[config.mk]
export PLATFORM = sky130hd
export DESIGN_NAME = return_stack_flat
export DESIGN_NICKNAME = d
export VERILOG_FILES = /design/src/rtl/return_stack_pkg.sv /design/src/rtl/return_stack_if.sv /design/src/rtl/stack_ram.sv /design/src/rtl/return_stack.sv /design/src/flat_wrapper.sv
export SDC_FILE = /design/constraint.sdc
export NUM_CORES = 1
export LEC_CHECK = 0
export ABC_AREA = 1
export CAP_MARGIN = 15
export CELL_PAD_IN_SITES_DETAIL_PLACEMENT = 1
export CELL_PAD_IN_SITES_GLOBAL_PLACEMENT = 1
export CORE_ASPECT_RATIO = 0.7
export CORE_MARGIN = 10
export CORE_UTILIZATION = 24
export DETAILED_ROUTE_END_ITERATION = 10
export PLACE_DENSITY = 0.45
export SYNTH_ARGS = -nofsm -noshare
export SYNTH_HDL_FRONTEND = slang
export SYNTH_SLANG_ARGS = --single-unit
[constraint.sdc]
create_clock -name clk -period 2.1 [get_ports clk]
set_input_delay 0.63 -clock clk [delete_from_list [all_inputs] [get_ports clk]]
set_output_delay 0.63 -clock clk [all_outputs]
set_load 0.1 [all_outputs]
[src/rtl/return_stack_pkg.sv]
// Shared constants and operation decode for the return-address stack.
// No logic latency; pure definitions.
// No flow control; the stack accepts an operation every cycle.
package return_stack_pkg;

    localparam int PC_WIDTH     = 10;
    localparam int RSTACK_DEPTH = 8;

    // Operation requested in a cycle; push+pop together means "replace top".
    typedef enum logic [1:0] {
        OP_NONE = 2'b00,
        OP_PUSH = 2'b01,
        OP_POP  = 2'b10,
        OP_REPL = 2'b11
    } op_e;

    function automatic op_e decode_op(input logic push, input logic pop);
        op_e op;
        op = OP_NONE;
        if (push && pop) begin
            op = OP_REPL;
        end else if (push) begin
            op = OP_PUSH;
        end else if (pop) begin
            op = OP_POP;
        end
        return op;
    endfunction

endpackage

[src/rtl/return_stack_if.sv]
// Request/status bundle between the PC logic and the return-address stack.
// No latency of its own; pop_data/status are combinational from stack state.
// No backpressure: requests are always accepted, errors only raise sticky flags.
interface return_stack_if #(
    parameter int WIDTH = return_stack_pkg::PC_WIDTH,
    parameter int DEPTH = return_stack_pkg::RSTACK_DEPTH
);
    localparam int CW = $clog2(DEPTH + 1);

    logic             push;
    logic             pop;
    logic [WIDTH-1:0] push_data;
    logic             clr_err;
    logic [WIDTH-1:0] pop_data;
    logic             empty;
    logic             full;
    logic [CW-1:0]    count;
    logic             ovf;
    logic             udf;

    // Requester side (PC logic / bench).
    modport master (
        output push, pop, push_data, clr_err,
        input  pop_data, empty, full, count, ovf, udf
    );

    // Stack side.
    modport slave (
        input  push, pop, push_data, clr_err,
        output pop_data, empty, full, count, ovf, udf
    );

endinterface

[src/rtl/stack_ram.sv]
// DEPTH x WIDTH storage: one synchronous write port, one asynchronous read port.
// Write lands on the rising edge; read is zero-latency.
// No flow control; contents are not reset.
module stack_ram #(
    parameter int WIDTH = 10,
    parameter int DEPTH = 8,
    parameter int AW    = $clog2(DEPTH)
) (
    input  logic             clk,
    input  logic             we_i,
    input  logic [AW-1:0]    waddr_i,
    input  logic [WIDTH-1:0] wdata_i,
    input  logic [AW-1:0]    raddr_i,
    output logic [WIDTH-1:0] rdata_o
);

    logic [WIDTH-1:0] mem_q [DEPTH];

    // Write port: addresses stay below DEPTH, so non-power-of-two depths are safe.
    always_ff @(posedge clk) begin
        if (we_i) begin
            mem_q[waddr_i] <= wdata_i;
        end
    end

    assign rdata_o = mem_q[raddr_i];

endmodule

[src/rtl/return_stack.sv]
// Return-address stack with count, full/empty, sticky ovf/udf and saturate-or-wrap overflow.
// Zero-latency top-of-stack read; state changes on the next rising edge.
// Never stalls: illegal pushes/pops set a sticky flag and are dropped (or wrap if WRAP=1).
module return_stack
    import return_stack_pkg::*;
#(
    parameter int WIDTH = PC_WIDTH,
    parameter int DEPTH = RSTACK_DEPTH,
    parameter bit WRAP  = 1'b0
) (
    input  logic          clk,
    input  logic          reset,
    return_stack_if.slave rs
);

    localparam int CW = $clog2(DEPTH + 1);
    localparam int PW = $clog2(DEPTH);
    localparam logic [PW-1:0] SP_MAX   = PW'(DEPTH - 1);
    localparam logic [CW-1:0] CNT_FULL = CW'(DEPTH);

    logic [PW-1:0]    sp_q, sp_d;
    logic [CW-1:0]    count_q, count_d;
    logic             ovf_q, ovf_d;
    logic             udf_q, udf_d;
    logic [PW-1:0]    sp_inc, sp_dec;
    logic             is_empty, is_full;
    logic             we;
    logic [PW-1:0]    waddr;
    logic [WIDTH-1:0] top;
    op_e              op;

    // Circular pointer neighbours; sp_dec is also the top-of-stack slot.
    always_comb begin
        sp_inc = (sp_q == SP_MAX) ? '0 : sp_q + 1'b1;
        sp_dec = (sp_q == '0) ? SP_MAX : sp_q - 1'b1;
    end

    assign is_empty = (count_q == '0);
    assign is_full  = (count_q == CNT_FULL);
    assign op       = decode_op(rs.push, rs.pop);

    stack_ram #(
        .WIDTH (WIDTH),
        .DEPTH (DEPTH),
        .AW    (PW)
    ) u_ram (
        .clk     (clk),
        .we_i    (we),
        .waddr_i (waddr),
        .wdata_i (rs.push_data),
        .raddr_i (sp_dec),
        .rdata_o (top)
    );

    // Next-state for pointer, occupancy, RAM write and sticky error flags.
    always_comb begin
        logic ovf_set;
        logic udf_set;
        sp_d    = sp_q;
        count_d = count_q;
        we      = 1'b0;
        waddr   = sp_q;
        ovf_set = 1'b0;
        udf_set = 1'b0;
        unique case (op)
            OP_PUSH: begin
                if (!is_full) begin
                    we      = 1'b1;
                    sp_d    = sp_inc;
                    count_d = count_q + 1'b1;
                end else begin
                    ovf_set = 1'b1;
                    // Wrapping overwrites the oldest slot, which is exactly mem[sp] when full.
                    if (WRAP) begin
                        we   = 1'b1;
                        sp_d = sp_inc;
                    end
                end
            end
            OP_POP: begin
                if (!is_empty) begin
                    sp_d    = sp_dec;
                    count_d = count_q - 1'b1;
                end else begin
                    udf_set = 1'b1;
                end
            end
            OP_REPL: begin
                if (!is_empty) begin
                    we    = 1'b1;
                    waddr = sp_dec;
                end else begin
                    // Nothing to pop: flag it, but still honour the push.
                    udf_set = 1'b1;
                    we      = 1'b1;
                    sp_d    = sp_inc;
                    count_d = CW'(1);
                end
            end
            default: begin
            end
        endcase
        // A new error in the same cycle as clr_err keeps the flag set.
        ovf_d = ovf_set | (ovf_q & ~rs.clr_err);
        udf_d = udf_set | (udf_q & ~rs.clr_err);
    end

    // State registers; async reset empties the stack without touching storage.
    always_ff @(posedge clk or posedge reset) begin
        if (reset) begin
            sp_q    <= '0;
            count_q <= '0;
            ovf_q   <= 1'b0;
            udf_q   <= 1'b0;
        end else begin
            sp_q    <= sp_d;
            count_q <= count_d;
            ovf_q   <= ovf_d;
            udf_q   <= udf_d;
        end
    end

    assign rs.pop_data = is_empty ? '0 : top;
    assign rs.empty    = is_empty;
    assign rs.full     = is_full;
    assign rs.count    = count_q;
    assign rs.ovf      = ovf_q;
    assign rs.udf      = udf_q;

endmodule

[src/flat_wrapper.sv]
// flat-port wrapper written by rule: the top's interface ports become plain ports
module return_stack_flat import return_stack_pkg::*;
#(
    parameter int WIDTH = PC_WIDTH,
    parameter int DEPTH = RSTACK_DEPTH,
    parameter bit WRAP  = 1'b0
)
  (clk, reset, rs_push, rs_pop, rs_push_data, rs_clr_err, rs_pop_data, rs_empty, rs_full, rs_count, rs_ovf, rs_udf);
  return_stack_if #(.WIDTH(WIDTH), .DEPTH(DEPTH)) rs_i ();
  input  logic clk;
  input  logic reset;
  input wire logic [$bits(rs_i.push)-1:0] rs_push;
  input wire logic [$bits(rs_i.pop)-1:0] rs_pop;
  input wire logic [$bits(rs_i.push_data)-1:0] rs_push_data;
  input wire logic [$bits(rs_i.clr_err)-1:0] rs_clr_err;
  output wire logic [$bits(rs_i.pop_data)-1:0] rs_pop_data;
  output wire logic [$bits(rs_i.empty)-1:0] rs_empty;
  output wire logic [$bits(rs_i.full)-1:0] rs_full;
  output wire logic [$bits(rs_i.count)-1:0] rs_count;
  output wire logic [$bits(rs_i.ovf)-1:0] rs_ovf;
  output wire logic [$bits(rs_i.udf)-1:0] rs_udf;
  assign rs_i.push = rs_push;
  assign rs_i.pop = rs_pop;
  assign rs_i.push_data = rs_push_data;
  assign rs_i.clr_err = rs_clr_err;
  assign rs_pop_data = rs_i.pop_data;
  assign rs_empty = rs_i.empty;
  assign rs_full = rs_i.full;
  assign rs_count = rs_i.count;
  assign rs_ovf = rs_i.ovf;
  assign rs_udf = rs_i.udf;
  return_stack #(.WIDTH(WIDTH), .DEPTH(DEPTH), .WRAP(WRAP)) u_core (.clk(clk), .reset(reset), .rs(rs_i));
endmodule
==> qor.yml <==
logic_synthesis:
  ys_seq_elements: 89
  yosys-top-cells-area: "edfxtp_1, dfrtp_1, nand2_1"
  syn_area_um2: 4080
  synth_top_area_share: 0.589
  synth_cells: 374
  synth_fp_nets: 394
  yosys.area.top_type: "edfxtp_1"
  yosysUniqueCellTypes: 31
  seq_area_frac_synth: 0.644
  ys_warn_count: 0
  synth.avg_cell_area_um2: 10.9
route:
  drc: 0
  wl_per_cell_um: 18.0
  drt_iter0_drc: 167
  vias: 3132
  wirelength_um: 12900
  dr.pass1.iters: 4
  ant_nets: 0
  post_drt_via_cell_ratio: 4.37
sta:
  finalSetupViolCount: 92
  drv_slew: 0
  timing.final.hold_violations: 0
  hold-worst-slack_ns: 0.578
  finalClockSkew_ns: 0.00817
  max_freq_mhz: 372
  worst_pin_slew_ns: 0.539
  finalCritPeriodShare: 1.28
  max-slew-margin-rel: 0.639
  setup_slack_ns: -0.590
  timing.final.crit_period_ns: 2.69
  rsz0062_at_grt: "true"
status:
  violations: "setup timing"
  outcome: "finished with violations"
global_route:
  antenna_found_initial: 0
  grt_max_degree: 21
  grt.overflow.total: 0
  grtUsageTotal: 0.109
  grt_pass1_wl_um: 18900
  first_global_vias: 3283
die:
  fp.coreArea_um2: 16500
  fp.dieW_um: 176
  initial_core_util: 0.247
  io_pins: 33
  num_rows: 39
  die_h_um: 129
  fp.dieArea_um2: 22700
min_path:
  hold_path_class: "input pin to asynchronous set/reset pin"
cts:
  clockBufferDepth: 2
  clock-sinks: 89
  cts_made_buffers: 9
  cts_max_level: 3
  tritoncts: "done"
  clock_latency_ns: 0.34
  cts_root_buf: "clkbuf_16"
  clk_pin_slew_worst_paths_ns: 0.06
cells_and_area:
  n_antenna_cell: 0
  fillers: 1763
  areaGrowthSynthToFinish_pct: 64.3
  fin_util: 0.406
  layout_common_cells: "edfxtp_1, o21ai_1, buf_4"
  final_common_cell: "edfxtp_1"
  nets: 507
  drive_above_1_share: 0.441
worst_setup_path:
  start_kind: "register"
  arrival_ns: 2.06
  critPathKind: "register to primary output"
  rr_worst_depth: 13
  ff2ff_setup_slack_ns: -0.24
  crit_required_ns: 1.47
  r2r-end: "u_core.u_ram.mem_q[3][6]$_DFFE_PP_"
  end_kind: "primary output"
  crit_fanout: 10
  r2r_start: "u_core.sp_q[1]$_DFFE_PP0P_"
flow_run:
  maxCapViolations: 0
place:
  routabilityCongestion: 0.765
  io_buffers: 32
  hpwl_um: 8340
flip-flops by register name, indices dropped and copies added (netlist names):
| signal | flops |
|---|---|
| u_core.rs.ovf | 1 |
| u_core.rs.count | 4 |
| u_core.rs.udf | 1 |
| u_core.u_ram.mem_q | 80 |
| u_core.sp_q | 3 |
worst max-delay path: stages (launching register included):
cell and delay [ns]:
dfrtp_1 0.40, inv_2 0.09, ha_4 0.16, nand2_8 0.08, nand2_8 0.14, inv_4 0.06, buf_12 0.14, o21ai_0 0.21
o21ai_1 0.11, nand2_2 0.12, nand2_8 0.06, buf_12 0.16
Yosys cell counts:
library cell,count
clkbuf_1,3
buf_1,2
nand2_2,7
inv_2,9
o21ai_1,24
o211ai_1,3
o21ai_2,4
nor2_1,32
nor2_2,1
o21ai_0,42
nor2_4,2
nand2_1,56
nand3_1,16
nor2_8,1
o22ai_1,1
nand4_1,5
a21oi_2,1
inv_1,34
a21oi_1,20
xor2_1,1
dfrtp_1,9
bufinv_8,1
nand3_4,1
buf_6,2
xnor2_1,1
buf_2,3
buf_4,2
nand2_4,4
edfxtp_1,80
nand3_2,2
ha_1,5
worst max path at each step:
stage | end | cells after the start | slack [ns] | startpoint
CTS | rs_pop_data[8] | 11 | -0.58 | u_core.sp_q[0]$_DFFE_PP0P_
floorplan | u_core.u_ram.mem_q[5][0]$_DFFE_PP_ | 6 | -0.31 | u_core.rs.count[0]$_DFFE_PP0P_
global placement | rs_pop_data[9] | 9 | -0.32 | u_core.sp_q[0]$_DFFE_PP0P_
detailed placement | u_core.u_ram.mem_q[5][7]$_DFFE_PP_ | 7 | -0.36 | rs_pop
global route | rs_pop_data[3] | 10 | -0.68 | u_core.sp_q[1]$_DFFE_PP0P_
finish | rs_pop_data[2] | 11 | -0.59 | u_core.sp_q[1]$_DFFE_PP0P_
metal layers:
metal | vias to the layer above | GRT usage | wire [um]
met5 | - | 0 | 0
met4 | 0 | 0.0308 | 153
met3 | 14 | 0.0284 | 538
li1 | 1535 | - | -
met1 | 1548 | 0.148 | 6510
met2 | 35 | 0.168 | 5690
through the flow:
stage	worst slack (ns)	cells	cell area [um^2]	setup TNS [ns]
3_3_place_gp	-0.316	675	5620	-23.37
6_report	-0.590	717	6700	-20.45
2_1_floorplan	-0.313	374	4360	-20.68
4_1_cts	-0.577	702	6270	-9.95
5_1_grt	-0.680	717	6700	-30.00
3_5_place_dp	-0.358	675	5620	-29.59
layout make-up:
type	count	area, um^2	share of cell area
sequential	89	2640	0.395
multi-input combinational	230	1660	0.247
timing repair buffer	113	1540	0.230
tap	225	282	0.0420
clock buffer	11	233	0.0347
inverter	44	214	0.0319
clock inverter	5	129	0.0192
kinds of logic after synthesis:
kind of cell	synth area share
compound gates	0.123
buf+inv	0.0614
xor+xnor	0.00430
simple gates	0.151
flops	0.644
fa+ha+maj	0.0153
timing repair:
item,4_1_cts,5_1_grt
gates resized for setup,54,51
pin swaps,16,25
endpoints found under the setup margin,18,92
buffers inserted,8,8
hold buffers,0,0
cloned,4,8
Power is not shown: default switching activity piles up to over one toggle a cycle in this logic, so the estimate is an artifact.
